<file path="src/rtl/flex_down_timer_if.sv">
// Control/status bundle for flex_down_timer.
// The master (testbench or parent block) drives the command inputs.
// The slave (the timer) returns the count and status.
interface flex_down_timer_if #(
  parameter int NUM_CNT_BITS = 5
);
  // Command signals. There is no valid/ready handshake on this bus:
  // - start is a single-cycle command, sampled on every rising edge it is
  //   high. A held level therefore acts as repeated starts.
  // - load_val and periodic are looked at only in a cycle where start=1.
  // - abort and count_enable are plain per-cycle levels.
  // - Priority within a cycle is abort > start > count_enable.
  logic                    start;
  logic [NUM_CNT_BITS-1:0] load_val;
  logic                    periodic;
  logic                    count_enable;
  logic                    abort;

  // Status signals. All of them come straight from flops.
  logic [NUM_CNT_BITS-1:0] count_out;
  logic                    busy;
  logic                    done_flag;
  logic                    state_dbg;   // 1 while the FSM is in COUNT

  modport master (
    output start, load_val, periodic, count_enable, abort,
    input  count_out, busy, done_flag, state_dbg
  );

  modport slave (
    input  start, load_val, periodic, count_enable, abort,
    output count_out, busy, done_flag, state_dbg
  );
endinterface

</file>
<file path="src/rtl/flex_down_timer.sv">
// Programmable down-counting timer with one-shot and auto-reload modes.
// A start command loads a count, and each count_enable tick decrements it.
// Reaching zero from one fires a registered one-cycle done pulse.
module flex_down_timer #(
  parameter int NUM_CNT_BITS = 5
) (
  input  logic               clk,
  input  logic               n_rst,
  flex_down_timer_if.slave   bus
);

  typedef enum logic {
    ST_IDLE  = 1'b0,
    ST_COUNT = 1'b1
  } state_t;

  localparam logic [NUM_CNT_BITS-1:0] CNT_ZERO = '0;
  localparam logic [NUM_CNT_BITS-1:0] CNT_ONE  = NUM_CNT_BITS'(1);

  state_t                  state_q,    state_d;
  logic [NUM_CNT_BITS-1:0] count_q,    count_d;
  logic [NUM_CNT_BITS-1:0] reload_q,   reload_d;
  logic                    periodic_q, periodic_d;
  logic                    done_q,     done_d;
  logic                    busy_q,     busy_d;

  // A count of one that receives a tick is the expiry point. A count of zero
  // is never held in COUNT, but it is folded in here so the timer can never
  // wrap below zero.
  logic expiring;
  assign expiring = (count_q <= CNT_ONE);

  // Next-state logic. The if/else chain below encodes abort > start > tick.
  always_comb begin
    state_d    = state_q;
    count_d    = count_q;
    reload_d   = reload_q;
    periodic_d = periodic_q;
    done_d     = 1'b0;

    if (bus.abort) begin
      // Cancel the count silently. A start in the same cycle is dropped.
      state_d = ST_IDLE;
      count_d = CNT_ZERO;
    end else if (bus.start) begin
      if (bus.load_val != CNT_ZERO) begin
        // Load or restart. Any old count is discarded and gives no done pulse.
        reload_d   = bus.load_val;
        periodic_d = bus.periodic;
        count_d    = bus.load_val;
        state_d    = ST_COUNT;
      end else begin
        // A zero load expires at once. The mode latches are left as they are.
        done_d  = 1'b1;
        state_d = ST_IDLE;
        count_d = CNT_ZERO;
      end
    end else if (state_q == ST_COUNT && bus.count_enable) begin
      if (!expiring) begin
        count_d = count_q - CNT_ONE;
      end else begin
        done_d = 1'b1;
        if (periodic_q) begin
          // Auto-reload, so the period is exactly reload_q ticks.
          count_d = reload_q;
          state_d = ST_COUNT;
        end else begin
          count_d = CNT_ZERO;
          state_d = ST_IDLE;
        end
      end
    end

    busy_d = (state_d == ST_COUNT);
  end

  // State, count and latch registers, cleared asynchronously by n_rst.
  always_ff @(posedge clk or negedge n_rst) begin
    if (!n_rst) begin
      state_q    <= ST_IDLE;
      count_q    <= CNT_ZERO;
      reload_q   <= CNT_ZERO;
      periodic_q <= 1'b0;
      done_q     <= 1'b0;
      busy_q     <= 1'b0;
    end else begin
      state_q    <= state_d;
      count_q    <= count_d;
      reload_q   <= reload_d;
      periodic_q <= periodic_d;
      done_q     <= done_d;
      busy_q     <= busy_d;
    end
  end

  assign bus.count_out = count_q;
  assign bus.busy      = busy_q;
  assign bus.done_flag = done_q;
  assign bus.state_dbg = (state_q == ST_COUNT);

endmodule

</file>
<file path="src/flat_wrapper.sv">
// flat-port wrapper written by rule: the top's interface ports become plain ports
module flex_down_timer_flat 
#(
  parameter int NUM_CNT_BITS = 5
)
  (clk, n_rst, bus_start, bus_load_val, bus_periodic, bus_count_enable, bus_abort, bus_count_out, bus_busy, bus_done_flag, bus_state_dbg);
  flex_down_timer_if #(.NUM_CNT_BITS(NUM_CNT_BITS)) bus_i ();
  input  logic clk;
  input  logic n_rst;
  input wire logic [$bits(bus_i.start)-1:0] bus_start;
  input wire logic [$bits(bus_i.load_val)-1:0] bus_load_val;
  input wire logic [$bits(bus_i.periodic)-1:0] bus_periodic;
  input wire logic [$bits(bus_i.count_enable)-1:0] bus_count_enable;
  input wire logic [$bits(bus_i.abort)-1:0] bus_abort;
  output wire logic [$bits(bus_i.count_out)-1:0] bus_count_out;
  output wire logic [$bits(bus_i.busy)-1:0] bus_busy;
  output wire logic [$bits(bus_i.done_flag)-1:0] bus_done_flag;
  output wire logic [$bits(bus_i.state_dbg)-1:0] bus_state_dbg;
  assign bus_i.start = bus_start;
  assign bus_i.load_val = bus_load_val;
  assign bus_i.periodic = bus_periodic;
  assign bus_i.count_enable = bus_count_enable;
  assign bus_i.abort = bus_abort;
  assign bus_count_out = bus_i.count_out;
  assign bus_busy = bus_i.busy;
  assign bus_done_flag = bus_i.done_flag;
  assign bus_state_dbg = bus_i.state_dbg;
  flex_down_timer #(.NUM_CNT_BITS(NUM_CNT_BITS)) u_core (.clk(clk), .n_rst(n_rst), .bus(bus_i));
endmodule
</file>
<file path="config.mk">
export PLATFORM = sky130hd
export DESIGN_NAME = flex_down_timer_flat
export DESIGN_NICKNAME = d
export VERILOG_FILES = /design/src/rtl/flex_down_timer_if.sv /design/src/rtl/flex_down_timer.sv /design/src/flat_wrapper.sv
export SDC_FILE = /design/constraint.sdc
export NUM_CORES = 1
export LEC_CHECK = 0
export CORE_MARGIN = 1
export CORE_UTILIZATION = 45
export CTS_BUF_LIST = sky130_fd_sc_hd__clkbuf_16
export DETAILED_ROUTE_END_ITERATION = 7
export GPL_ROUTABILITY_DRIVEN = 1
export GPL_TIMING_DRIVEN = 0
export HOLD_SLACK_MARGIN = 0.02
export PLACE_DENSITY = 0.74
export SLEW_MARGIN = 20
export SYNTH_ARGS = -nofsm -noshare
export SYNTH_HDL_FRONTEND = slang
export SYNTH_SLANG_ARGS = --single-unit
</file>
<file path="constraint.sdc">
create_clock -name clk -period 4.45 [get_ports clk]
set_clock_uncertainty 0.2 [all_clocks]
set_input_delay 0.6675 -clock clk [delete_from_list [all_inputs] [get_ports clk]]
set_output_delay 0.6675 -clock clk [all_outputs]
set_load 0.02 [all_outputs]
</file>
==> impl_metrics.env <==
export IMPL_finalCriticalPeriod_ns=2.27
export IMPL_route_antenna_remaining_nets=0
export IMPL_crit_type="input port to flop"
export IMPL_routed_wl_um=1700
export IMPL_cp_arrival_ns=2.19
export IMPL_worstPathCellList="clkdlybuf4s50_1, nor4_1, a21boi_0, nand2b_2, mux2_2"
export IMPL_cts_tree="yes"
export IMPL_setup_violations=0
export IMPL_drt_first_pass_iters=4
export IMPL_max_slew_margin_rel_pct=59.3
export IMPL_overflow=0
export IMPL_worstMarginPinSlew_ns=0.608
export IMPL_wire_per_inst_um=14.5
export IMPL_min_period_over_period_pct=50.9
export IMPL_layout_common_cells="17 x clkdlybuf4s50_1, 13 x dfrtp_1, 7 x a21oi_1, 7 x nand2_1"
export IMPL_path_buf_inv=1
export IMPL_irDropWorstVdd_mv=0.274
export IMPL_cap_violations=0
export IMPL_gr_usage_all_layers_pct=21.1
export IMPL_die_h_um=43.8
export IMPL_hold_violations=0
export IMPL_dp_hpwl_um=1220
export IMPL_avgSynthCellArea_um2=9.82
export IMPL_placementRows=14
export IMPL_end_kind="flop"
export IMPL_r2r_start="u_core.bus.count_out[0]"
export IMPL_fmax_mhz=441
export IMPL_post_cts_resized=0
export IMPL_yosys_warnings=0
export IMPL_dp_cells=113
export IMPL_instances_no_fill=117
export IMPL_synth_async_reset_ratio_pct=100
export IMPL_fin_util_pct=66.9
export IMPL_worstRegToRegCells=5
export IMPL_critPathLaunch="bus_load_val[1]"
export IMPL_die_w_um=43.8
export IMPL_gp_congestion=0.759
export IMPL_drv_slew=0
export IMPL_grt_pass1_vias=662
export IMPL_insertion_delay_ns=0.24
export IMPL_status="finished clean"
export IMPL_rsz0062_at_grt="no"
export IMPL_via_per_inst=5.97
export IMPL_crit_family="simple AND/OR/NAND/NOR gates"
export IMPL_syn_cell_area_um2=786
export IMPL_grt_util_met1_pct=29.8
export IMPL_critPathSlowestCell="clkdlybuf4s50_1"
export IMPL_synth_cells=80
export IMPL_finish_net_count=115
export IMPL_synth_ff_type="dfrtp_1"
export IMPL_cts_clk_slew_worst_paths_ns=0.05
export IMPL_drt_iter0_markers=20
export IMPL_path_max_fanout=6
export IMPL_critPathRequiredTime_ns=4.37
export IMPL_finalSetupTns_ns=0
export IMPL_grt_start_max_net_pins=14
export IMPL_antenna_cells=0
export IMPL_gr_usage_met3_pct=3.75
export IMPL_p_leak_nw=0.445
export IMPL_core_um2=1580
export IMPL_r2r_end="u_core.bus.count_out[0]"
export IMPL_cts_max_level=1
export IMPL_synth_seq_cells=13
export IMPL_holdBufCountCts=0
export IMPL_synth_net_count=93
export IMPL_seq_area_frac_synth_pct=41.4
export IMPL_num_vias=699
export IMPL_io_buffers=17
export IMPL_cts_buffers=3
export IMPL_synth_cell_types=34
export IMPL_clockBufferDepth=2
export IMPL_drive_gt1_share_pct=19.8
export IMPL_grt_pass1_wl_um=2910
export IMPL_cts_sinks=13
export IMPL_worst_path_stages=5
export IMPL_initial_utilization_pct=49.8
export IMPL_dieArea_um2=1920
export IMPL_start_kind="input port"
export IMPL_area_delta_synth_final_pct=34.2
export IMPL_grtUsageMet2_pct=31.6
export IMPL_grt_busiest_layer="met2"
export IMPL_cp_slowest_stage_delay_ns=0.45
export IMPL_drc=0
export IMPL_power_density_nw_per_um2=375
export IMPL_root_buffer="clkbuf_16"
export IMPL_synth_edff_count=0
export IMPL_ioPinCount=19
export IMPL_cts_setup_buffers=0
export IMPL_antenna_found_initial=0
export IMPL_endpoint="u_core.reload_q[4]"
export IMPL_worstHoldPathType="flop to flop"
export IMPL_reg2reg_slack_ns=2.57
export IMPL_final_common_cell="clkdlybuf4s50_1"
==> sequential cells by signal, indices dropped and copies added (netlist names) <==
name                  flops
u_core.bus.count_out      5
u_core.reload_q           5
u_core.bus.done_flag      1
u_core.bus.state_dbg      1
u_core.periodic_q         1
==> worst min-delay path by stage <==
| stage | from | endpoint | slack (ns) | cells after the start |
|---|---|---|---|---|
| after detailed placement | u_core.reload_q[0] | u_core.reload_q[0] | 0.30 | 1 |
| after global routing | u_core.reload_q[0] | u_core.reload_q[0] | 0.32 | 1 |
| after floorplan | n_rst | u_core.bus.count_out[0] | 0.17 | 0 |
| after CTS | u_core.reload_q[0] | u_core.reload_q[0] | 0.31 | 1 |
| final | u_core.reload_q[0] | u_core.reload_q[0] | 0.31 | 1 |
| after global placement | u_core.reload_q[0] | u_core.reload_q[0] | 0.29 | 1 |
==> cell type report <==
| class | instances | area, um2 |
|---|---|---|
| fill | 137 | 522 |
| multi-input combinational | 58 | 412 |
| clock buffer | 3 | 75.1 |
| sequential | 13 | 325 |
| tap | 16 | 20.0 |
| clock inverter | 1 | 3.75 |
| inverter | 5 | 18.8 |
| timing repair buffer | 17 | 170 |
| buffer | 4 | 30.0 |
==> metal layers <==
metal | part of all wire, % | vias to the layer above
met5 | 0 | -
met4 | 1.1 | 0
met3 | 5.9 | 2
met2 | 47 | 32
met1 | 46 | 325
li1 | - | 340
==> through the flow <==
step           power, mW  area (um2)  hold slack (ns)  setup slack, ns
3_3_place_gp       0.229         976            0.288             1.97
3_5_place_dp       0.230         976            0.296             1.95
4_1_cts            0.399        1050            0.310             2.18
5_1_grt            0.413        1050            0.318             2.06
2_1_floorplan      0.197         786            0.172             2.54
6_report           0.396        1050            0.313             2.18
==> power by group <==
part           leakage [nW]  internal, mW  switching, mW  total, mW
Clock                0.0423         0.118         0.0483      0.167
Sequential            0.165         0.131         0.0141      0.145
Combinational         0.238        0.0440         0.0401     0.0842
Total                 0.445         0.293          0.103      0.396
==> synthesized netlist by cell type, drive strengths merged (2+ instances only) <==
cell    count  area [um2]
ha          2        25.0
nor2        6        22.5
nand2       7        26.3
a22o        3        26.3
dfrtp      13         325
nor3        5        36.3
a31oi       2        12.5
o31ai       2        15.0
buf         2        12.5
clkbuf      2        17.5
inv         5        18.8
mux2        4        45.0
nand3       2        10.0
o41ai       2        25.0
and2        3        21.3
a21oi       7        35.0
==> cells by family (layout without fill, tap and decap cells) <==
| family | count (synthesis) | count (layout) | synth area share, % |
|---|---|---|---|
| mux | 4 | 4 | 5.73 |
| compound gates | 24 | 24 | 23.7 |
| fa+ha+maj | 2 | 2 | 3.18 |
| flops | 13 | 13 | 41.4 |
| simple gates | 28 | 28 | 19.7 |
| buf+inv | 9 | 30 | 6.21 |
No activity file was read; power rests on OpenSTA's default activity.
